==> config.mk <==
export PLATFORM = sky130hd
export DESIGN_NAME = des_key_schedule_flat
export DESIGN_NICKNAME = d
export VERILOG_FILES = /design/src/rtl/des_key_schedule_pkg.sv /design/src/rtl/des_key_schedule_if.sv /design/src/rtl/des_key_schedule_pc2.sv /design/src/rtl/des_key_schedule.sv /design/src/flat_wrapper.sv
export SDC_FILE = /design/constraint.sdc
export NUM_CORES = 1
export LEC_CHECK = 0
export CAP_MARGIN = 10
export CORE_UTILIZATION = 49
export DETAILED_ROUTE_END_ITERATION = 16
export PLACE_DENSITY = 0.93
export SLEW_MARGIN = 20
export SYNTH_ARGS = -nofsm -noshare
export SYNTH_HDL_FRONTEND = slang
export SYNTH_SLANG_ARGS = --single-unit
==> constraint.sdc <==
create_clock -name clk -period 2.7 [get_ports clk]
set_input_delay 0.405 -clock clk [delete_from_list [all_inputs] [get_ports clk]]
set_output_delay 0.405 -clock clk [all_outputs]
set_load 0.02 [all_outputs]
==> src/rtl/des_key_schedule_pkg.sv <==
// Shared DES key-schedule tables and helpers: SHIFT, PC-1, PC-2, rotations and FSM states.
// Table entries are DES bit numbers (1 = MSB), exactly as printed in FIPS 46-3.
package des_pkg;

    typedef enum logic [1:0] {
        IDLE = 2'd0,
        RUN  = 2'd1,
        DONE = 2'd2
    } des_state_e;

    localparam logic [1:0] SHIFT [0:15] = '{
        2'd1, 2'd1, 2'd2, 2'd2, 2'd2, 2'd2, 2'd2, 2'd2,
        2'd1, 2'd2, 2'd2, 2'd2, 2'd2, 2'd2, 2'd2, 2'd1
    };

    localparam int PC1_TAB [0:55] = '{
        57, 49, 41, 33, 25, 17,  9,
         1, 58, 50, 42, 34, 26, 18,
        10,  2, 59, 51, 43, 35, 27,
        19, 11,  3, 60, 52, 44, 36,
        63, 55, 47, 39, 31, 23, 15,
         7, 62, 54, 46, 38, 30, 22,
        14,  6, 61, 53, 45, 37, 29,
        21, 13,  5, 28, 20, 12,  4
    };

    localparam int PC2_TAB [0:47] = '{
        14, 17, 11, 24,  1,  5,
         3, 28, 15,  6, 21, 10,
        23, 19, 12,  4, 26,  8,
        16,  7, 27, 20, 13,  2,
        41, 52, 31, 37, 47, 55,
        30, 40, 51, 45, 33, 48,
        44, 49, 39, 56, 34, 53,
        46, 42, 50, 36, 29, 32
    };

    // DES bit n of a W-bit vector lives at index W-n.
    function automatic logic [55:0] pc1_perm(input logic [63:0] key);
        logic [55:0] r;
        r = '0;
        for (int j = 0; j < 56; j++) begin
            r[55-j] = key[64-PC1_TAB[j]];
        end
        return r;
    endfunction

    function automatic logic [27:0] rotl28(input logic [27:0] x, input logic [1:0] n);
        return (n == 2'd2) ? {x[25:0], x[27:26]} : {x[26:0], x[27]};
    endfunction

    function automatic logic [27:0] rotr28(input logic [27:0] x, input logic [1:0] n);
        return (n == 2'd2) ? {x[1:0], x[27:2]} : {x[0], x[27:1]};
    endfunction

endpackage

==> src/rtl/des_key_schedule_if.sv <==
// Bundle between the key schedule and its producer/consumer.
// Optional decrypt input exists only when DES_KEY_DECRYPT_EN is defined.
interface des_key_schedule_if;
    import des_pkg::*;

    // start is accepted only while idle. A subkey transfers on any rising edge with
    // key_valid && key_ready; while key_ready is low, round_key/round_idx hold steady.
    logic        start;
    logic [63:0] key_in;
    logic        key_ready;
`ifdef DES_KEY_DECRYPT_EN
    logic        decrypt;
`endif
    logic [47:0] round_key;
    logic        key_valid;
    logic [3:0]  round_idx;
    logic        busy;
    logic        done;
    des_state_e  state_dbg;

    modport master (
`ifdef DES_KEY_DECRYPT_EN
        output decrypt,
`endif
        output start, key_in, key_ready,
        input  round_key, key_valid, round_idx, busy, done, state_dbg
    );

    modport slave (
`ifdef DES_KEY_DECRYPT_EN
        input  decrypt,
`endif
        input  start, key_in, key_ready,
        output round_key, key_valid, round_idx, busy, done, state_dbg
    );

endinterface

==> src/rtl/des_key_schedule_pc2.sv <==
// DES Permuted Choice 2: combinational 56-bit {C,D} to 48-bit subkey selection.
module des_pc2
    import des_pkg::*;
(
    input  logic [55:0] cd_i,
    output logic [47:0] key_o
);

    always_comb begin
        key_o = '0;
        for (int j = 0; j < 48; j++) begin
            key_o[47-j] = cd_i[56-PC2_TAB[j]];
        end
    end

endmodule

==> src/rtl/des_key_schedule.sv <==
// DES round-subkey generator: PC-1 at load, C/D rotations per transfer, PC-2 on the registered state.
// Define DES_KEY_DECRYPT_EN to add the decrypt input, which issues K16..K1 instead of K1..K16.
module des_key_schedule
    import des_pkg::*;
#(
    parameter int ROUNDS = 16
) (
    input  logic              clk,
    input  logic              rst_n,
    des_key_schedule_if.slave ks
);

    localparam logic [3:0] LAST_IDX = 4'(ROUNDS - 1);

    generate
        if (ROUNDS < 1 || ROUNDS > 16) begin : g_bad_rounds
            $error("des_key_schedule: ROUNDS must be in 1..16");
        end
`ifdef DES_KEY_DECRYPT_EN
        if (ROUNDS != 16) begin : g_bad_decrypt_rounds
            $error("des_key_schedule: decrypt support requires ROUNDS == 16");
        end
`endif
    endgenerate

    des_state_e  state_q, state_d;
    logic [27:0] c_half_q, c_half_d;
    logic [27:0] d_half_q, d_half_d;
    logic [3:0]  idx_q, idx_d;
    logic [55:0] pc1_key;
    logic [47:0] round_key;
`ifdef DES_KEY_DECRYPT_EN
    logic        dec_q, dec_d;
`endif

    assign pc1_key = pc1_perm(ks.key_in);

    always_comb begin
        state_d  = state_q;
        c_half_d = c_half_q;
        d_half_d = d_half_q;
        idx_d    = idx_q;
`ifdef DES_KEY_DECRYPT_EN
        dec_d    = dec_q;
`endif
        case (state_q)
            IDLE: begin
                if (ks.start) begin
                    c_half_d = rotl28(pc1_key[55:28], SHIFT[0]);
                    d_half_d = rotl28(pc1_key[27:0], SHIFT[0]);
`ifdef DES_KEY_DECRYPT_EN
                    dec_d = ks.decrypt;
                    // C16/D16 equal the unrotated PC-1 halves (total rotation is 28).
                    if (ks.decrypt) begin
                        c_half_d = pc1_key[55:28];
                        d_half_d = pc1_key[27:0];
                    end
`endif
                    idx_d   = 4'd0;
                    state_d = RUN;
                end
            end
            RUN: begin
                if (ks.key_ready) begin
                    if (idx_q == LAST_IDX) begin
                        state_d = DONE;
                    end else begin
                        idx_d    = idx_q + 4'd1;
                        c_half_d = rotl28(c_half_q, SHIFT[idx_q + 4'd1]);
                        d_half_d = rotl28(d_half_q, SHIFT[idx_q + 4'd1]);
`ifdef DES_KEY_DECRYPT_EN
                        if (dec_q) begin
                            c_half_d = rotr28(c_half_q, SHIFT[4'd15 - idx_q]);
                            d_half_d = rotr28(d_half_q, SHIFT[4'd15 - idx_q]);
                        end
`endif
                    end
                end
            end
            DONE: begin
                state_d = IDLE;
                idx_d   = 4'd0;
            end
            default: begin
                state_d = IDLE;
            end
        endcase
    end

    always_ff @(posedge clk or negedge rst_n) begin
        if (!rst_n) begin
            state_q  <= IDLE;
            c_half_q <= '0;
            d_half_q <= '0;
            idx_q    <= '0;
        end else begin
            state_q  <= state_d;
            c_half_q <= c_half_d;
            d_half_q <= d_half_d;
            idx_q    <= idx_d;
        end
    end

`ifdef DES_KEY_DECRYPT_EN
    always_ff @(posedge clk or negedge rst_n) begin
        if (!rst_n) begin
            dec_q <= 1'b0;
        end else begin
            dec_q <= dec_d;
        end
    end
`endif

    des_pc2 u_pc2 (
        .cd_i  ({c_half_q, d_half_q}),
        .key_o (round_key)
    );

    assign ks.round_key = round_key;
    assign ks.key_valid = (state_q == RUN);
    assign ks.busy      = (state_q == RUN);
    assign ks.done      = (state_q == DONE);
    assign ks.round_idx = idx_q;
    assign ks.state_dbg = state_q;

endmodule

==> src/flat_wrapper.sv <==
// flat-port wrapper written by rule: the top's interface ports become plain ports
module des_key_schedule_flat import des_pkg::*;
#(
    parameter int ROUNDS = 16
)
  (clk, rst_n, ks_start, ks_key_in, ks_key_ready, ks_round_key, ks_key_valid, ks_round_idx, ks_busy, ks_done, ks_state_dbg);
  des_key_schedule_if ks_i ();
  input  logic clk;
  input  logic rst_n;
  input wire logic [$bits(ks_i.start)-1:0] ks_start;
  input wire logic [$bits(ks_i.key_in)-1:0] ks_key_in;
  input wire logic [$bits(ks_i.key_ready)-1:0] ks_key_ready;
  output wire logic [$bits(ks_i.round_key)-1:0] ks_round_key;
  output wire logic [$bits(ks_i.key_valid)-1:0] ks_key_valid;
  output wire logic [$bits(ks_i.round_idx)-1:0] ks_round_idx;
  output wire logic [$bits(ks_i.busy)-1:0] ks_busy;
  output wire logic [$bits(ks_i.done)-1:0] ks_done;
  output wire logic [$bits(ks_i.state_dbg)-1:0] ks_state_dbg;
  assign ks_i.start = ks_start;
  assign ks_i.key_in = ks_key_in;
  assign ks_i.key_ready = ks_key_ready;
  assign ks_round_key = ks_i.round_key;
  assign ks_key_valid = ks_i.key_valid;
  assign ks_round_idx = ks_i.round_idx;
  assign ks_busy = ks_i.busy;
  assign ks_done = ks_i.done;
  assign ks_state_dbg = ks_i.state_dbg;
  des_key_schedule #(.ROUNDS(ROUNDS)) u_core (.clk(clk), .rst_n(rst_n), .ks(ks_i));
endmodule
# --- Yosys cells after proc, flatten, opt, wreduce, memory -nomap -nowiden ---
# Memory sizes are Yosys's and may differ from the RTL's.
# Index checks and enable logic that the tools add are counted.
op_classes:
  n_addsub: 1
  multipliers: 0
  div_mod_pow: 0
  n_lt_le_gt_ge: 1
  n_eq_ne: 8
  shift: 0
  n_mux: 20
  bitwise_logic: 1
  reduce_logical: 6
ops:
  columns: ["op", "n"]
  rows:
  - ["28-bit two-way mux", 8]
  - ["28-bit one-hot mux with 2 select lines", 2]
  - ["4-bit two-way mux", 3]
  - ["4-bit one-hot mux with 3 select lines", 1]
  - ["2-bit two-way mux", 5]
  - ["4-bit AND reduction", 2]
  - ["2-bit != test (second input constant)", 3]
  - ["5-bit greater-or-equal comparator (second input constant)", 1]
  - ["4-bit NOT with 5-bit output", 1]
  - ["4-bit by 1-bit adder with 4-bit output (second input constant)", 1]
  - ["2-bit == test (second input constant)", 2]
  - ["4-bit == test (second input constant)", 1]
  - ["2-bit one-hot mux with 2 select lines", 1]
  - ["3-bit AND reduction", 1]
  - ["3-bit nonzero test", 1]
  - ["2-bit by 1-bit == test with 1-bit output (second input constant)", 1]
  - ["2-bit logical NOT", 1]
  - ["2-bit by 1-bit != test with 1-bit output (second input constant)", 1]
  - ["2-bit nonzero test", 1]
word_totals:
  register_bits: 62
  latchBits: 0
  ramBits: 0
  romBits: 32
  inputBits: 68
  output_inout_bits: 57
  elab_cells: 42
  n_memories: 1
memory_table:
  columns: ["name", "words", "word_bits", "read_ports", "rd_ports_with_merged_regs", "write_ports", "line_no", "text"]
  rows:
  - ["(no name shown)", 16, 2, 1, 0, 0, "des_key_schedule.sv:69", "c_half_d = rotl28(c_half_q, SHIFT[idx_q + 4'd1]);"]

# --- Logic depth before layout (Yosys ltp) ---
logic_depth:
  word_depth: 10
  depth_mapped: 9
  mapped_depth_nobuf: 7

# --- By module ---
# Synthesis repeated with hierarchy kept, for this count alone.
unflattened:
  hier_cells: 416
  hier_area_um2: 4332.9
modules_own_cells:
  columns: ["module", "n_inst", "cells_per_inst", "area_each_um2", "seq_area_each_um2"]
  rows:
  - ["des_key_schedule", 1, 368, 3972.6, 1551.5]
  - ["des_pc2", 1, 48, 360.3, 0.0]

# --- Least setup slack after synthesis ---
# OpenSTA, ideal clock, no wires.
synth_path:
  path_kind: "reg-to-reg"
  from: "reg u_core.idx_q[0], in the netlist u_core.ks.round_idx[0]"
  to: "reg u_core.c_half_q[16]"
  setup_time_ns: 0.065
  arrival_time_ns: 2.062
  required_ns: 2.635
  path_slack_ns: 0.573
  path_stages_with_launch: 9
  n_path_buf: 3
  period_less_slack_ns: 2.127
  cell_sequence: "dfrtp_1 ha_1 or4b_1 buf_2 o221ai_2 buf_6 buf_6 and3_1 o22a_1"
synth_between:
  elab_chain_len: 10
  elab_cells_between_ends: 13
  classes_between: "add/sub: 1; eq/ne: 3; mux: 6; bitwise: 1; reduce/logical: 1; memory: 1"
synth_rtl:
  columns: ["element", "line_no", "text"]
  rows:
  - ["from (decl)", "des_key_schedule.sv:29", "logic [3:0] idx_q, idx_d;"]
  - ["from (signal assigned)", "des_key_schedule.sv:100", "idx_q <= idx_d;"]
  - ["4-bit by 1-bit adder with 4-bit output", "des_key_schedule.sv:69", null]
  - ["4-bit NOT with 5-bit output (implied by the code)", "des_key_schedule.sv:69", null]
  - ["memory read 16 x 2 bit", null, null]
  - ["2-bit two-way mux (implied by the code) (2 in series)", "des_key_schedule.sv:69", null]
  - ["2-bit == test", "des_key_schedule_pkg.sv:49", "return (n == 2'd2) ? {x[25:0], x[27:26]} : {x[26:0], x[27]};"]
  - ["28-bit two-way mux", "des_key_schedule_pkg.sv:49", null]
  - ["28-bit two-way mux", "des_key_schedule.sv:65", "if (idx_q == LAST_IDX) begin"]
  - ["28-bit two-way mux", "des_key_schedule.sv:64", "if (ks.key_ready) begin"]
  - ["28-bit one-hot mux with 2 select lines", "des_key_schedule.sv:46", "case (state_q)"]
  - ["to (signal assigned)", "des_key_schedule.sv:98", "c_half_q <= c_half_d;"]
  - ["to (decl)", "des_key_schedule.sv:27", "logic [27:0] c_half_q, c_half_d;"]
# Several ways; a longest one is shown, not always the timed one. The select of a mux whose other input is x is not followed.
# A chain may end at the register's enable or synchronous reset.

# --- Worst setup path in the final report ---
layout_path:
  from: "reg u_core.idx_q[0], in the netlist u_core.ks.round_idx[0]"
  to: "reg u_core.c_half_q[5]"
# Same word-level chain as after synthesis.

==> impl_summary.log <==
INFO  metric post-cts-setup-buffers = 0
INFO  metric power = 7.35 mW
INFO  metric drive_above_1_share = 7.91%
INFO  metric design.final.nets = 599
INFO  metric synthesis.nets = 562
INFO  metric fin_crit = 2.51 ns
INFO  metric clk_sink_count = 62
INFO  metric worst_setup_path_end_kind = flop
INFO  metric pin_count_of_the_biggest_net_entering_global_routing = 73
INFO  metric clockRootBuffer = sky130_fd_sc_hd__clkbuf_8
INFO  metric yosysSeqAreaShare = 35.4%
INFO  metric timing.final.max_slew_violations = 0
INFO  metric ys_dominant_reg_cell = sky130_fd_sc_hd__dfrtp_1
INFO  metric detailroute.via_count = 4140
INFO  metric critical_path_arrival = 2.80 ns
INFO  metric most-common-layout-cells = sky130_fd_sc_hd__clkdlybuf4s50_1, sky130_fd_sc_hd__dfrtp_1, sky130_fd_sc_hd__and3_1, sky130_fd_sc_hd__a21oi_1, sky130_fd_sc_hd__o22a_1
INFO  metric area_growth = 23.6%
INFO  metric syn_area_per_cell = 8.94 um2
INFO  metric postCtsResizedCells = 0
INFO  metric netlist-cell-type-count = 33
INFO  metric row_count = 34
INFO  metric cp_startpoint_kind = flop
INFO  metric layout_commonest_cell = sky130_fd_sc_hd__clkdlybuf4s50_1
INFO  metric clk_pin_slew_worst_paths = 0.08 ns
INFO  metric remaining_global_route_overflow = 0
INFO  metric outcome = finished clean
INFO  metric final.period_utilization = 93.1%
INFO  metric detailed_router_iteration_count_before_antenna_repair = 5
INFO  metric wl = 12000 um
INFO  metric globalRouteTotalUtil = 25.3%
INFO  metric initialDrtViolationCount = 385
INFO  metric vias_per_cell = 6.48
INFO  metric totalNegativeSetupSlack = 0 ns
INFO  metric drv.max_cap_violation_count = 0
INFO  metric overall_die_width = 96.6 um
INFO  metric critPathKind = reg2reg
INFO  metric clk-insertion-delay-late = 0.35 ns
INFO  metric insertedDiodeCount = 0
INFO  metric post_cts_hold_buffer_count = 0
INFO  metric timing.critical_path.required = 2.99 ns
INFO  metric classification_of_the_worst_slack_hold_path = in2async
INFO  metric floorplan.die_area = 0.00933 mm2
INFO  metric grt_setup_unrepaired = no
INFO  metric total_leakage_power = 2.34 nW
INFO  metric final-hold-violation-count = 0
INFO  metric drc = 0
INFO  metric boundary_pins = 125
INFO  metric clock_path_buffers = 2
INFO  metric place.port_buffers = 116
INFO  metric netlist_instances = 490
INFO  metric grt_pass1_vias = 3597
INFO  metric cts_tree = done
INFO  metric initial_core_util = 50.5%
INFO  metric synthArstFlopShare = 100%
INFO  metric drt.antenna.violating_nets = 0
INFO  metric slew-limit-headroom = 41.5%
INFO  metric clock_tree.htree_level_count = 3
INFO  metric fin_skew = 0.0128 ns
INFO  metric detail_route.wl_per_cell = 18.8 um
INFO  metric synth_edf_count = 0
INFO  metric worstPathMaxFanout = 34
INFO  metric grt_pass1_wl = 18100 um
INFO  metric synth_area = 0.00438 mm2
INFO  metric synth_seq_cells = 62
INFO  metric ir_worst_vdd = 0.000781 V
INFO  metric max_clock_freq = 0.398 GHz
INFO  metric cellPowerDensity = 1360 mW/mm2
INFO  metric cts-buffers-inserted = 9
INFO  metric core_area = 0.00868 mm2
INFO  metric place.gp.congestion = 0.820
INFO  metric grt_antenna_before_repair = 0
INFO  metric dieHeight = 96.6 um
INFO  metric final-setup-viol-count = 0
INFO  metric tightestPinTransition = 0.877 ns
INFO  metric dp_hpwl = 7440 um
INFO  metric ys_warn_count = 0
worst max-delay path, stage by stage (launching register included):
cell and delay [ns]:
sky130_fd_sc_hd__dfrtp_1 0.46, sky130_fd_sc_hd__ha_1 0.34, sky130_fd_sc_hd__or4b_2 0.77, sky130_fd_sc_hd__o221ai_4 0.27, sky130_fd_sc_hd__buf_16 0.25, sky130_fd_sc_hd__and3_1 0.19
sky130_fd_sc_hd__o22a_1 0.15
final timing paths:
kind / cells past startpoint / endpoint / slack, ns / startpoint
setup / recovery: 6 / u_core.c_half_q[5] / 0.19 / u_core.ks.round_idx[0]
hold / removal: 2 / u_core.ks.state_dbg[1] / 0.06 / rst_n
min in group clk: 1 / u_core.ks.state_dbg[0] / 0.53 / u_core.ks.state_dbg[1]
setup reg to reg: 6 / u_core.c_half_q[5] / 0.19 / u_core.ks.round_idx[0]
hold reg to reg: 1 / u_core.ks.state_dbg[0] / 0.53 / u_core.ks.state_dbg[1]
max in group asynchronous: 2 / u_core.d_half_q[3] / 2.36 / rst_n
metrics by stage:
stage	cell area [um2]	std cells	worst slack [ns]	util [%]	hold slack (ns)
floorplan	4380	490	0.573	-	0.109
global placement	5130	621	0.109	59.2	0.444
detailed placement	5190	623	0.212	59.8	0.446
CTS	5410	638	0.176	62.3	0.0718
global route	5420	639	0.0646	62.4	0.0753
finish	5420	639	0.185	62.4	0.0598
flip-flops by register name (all words and copies together) (netlist names):
signal / flops
u_core.c_half_q: 28
u_core.d_half_q: 28
u_core.ks.round_idx: 4
u_core.ks.state_dbg: 2
cells by family (layout without fill, tap and decap cells):
kind of cell | Yosys count | after routing | synth area share, %
AO/OA/AOI/OAI | 181 | 181 | 29.5
XOR/XNOR | 2 | 2 | 0.571
adder cells (fa/ha/maj) | 4 | 4 | 1.14
buffers and inverters | 107 | 147 | 16.3
flip-flops | 62 | 62 | 35.4
multiplexers | 1 | 1 | 0.314
AND/OR/NAND/NOR | 133 | 134 | 16.8
layout make-up:
type | count | area, um2
fillers | 746 | 3260
flip-flops and latches | 62 | 1550
inverters | 2 | 7.51
multi-input cells | 322 | 2170
repair buffers | 130 | 1330
clock inverters | 4 | 70.1
clock buffers | 11 | 151
well taps | 108 | 135
power by group:
group          leakage (nW)  total [mW]  internal, mW  switching (mW)
clock network         0.115       0.935         0.562           0.373
logic                  1.53        4.54          2.20            2.34
registers             0.695        1.87          1.39           0.485
synth_stat cells (2+ instances only):
master	instances	area [um2]
sky130_fd_sc_hd__a21oi_1	56	280
sky130_fd_sc_hd__and3_1	56	350
sky130_fd_sc_hd__buf_1	4	15.0
sky130_fd_sc_hd__buf_2	5	25.0
sky130_fd_sc_hd__buf_4	51	383
sky130_fd_sc_hd__buf_6	15	169
sky130_fd_sc_hd__clkbuf_1	29	109
sky130_fd_sc_hd__dfrtp_1	62	1550
sky130_fd_sc_hd__ha_1	4	50.1
sky130_fd_sc_hd__inv_1	2	7.51
sky130_fd_sc_hd__nand2_1	6	22.5
sky130_fd_sc_hd__nand2b_1	2	12.5
sky130_fd_sc_hd__nand3_1	55	275
sky130_fd_sc_hd__nor2_1	7	26.3
sky130_fd_sc_hd__nor2b_1	4	25.0
sky130_fd_sc_hd__o21ai_0	7	35.0
sky130_fd_sc_hd__o22a_1	56	490
sky130_fd_sc_hd__o31ai_1	53	398
sky130_fd_sc_hd__o41ai_1	2	17.5
routing by layer:
layer  share of wire [%]  global-route usage, %  vias up
li1                    -                      -     1877
met1                  42                   34.5     2028
met4                 1.8                   9.19        0
met5                   0                      0        -
met3                 7.6                   4.38       21
met2                  49                   40.3      214
Power figures use the tool's default switching activity.
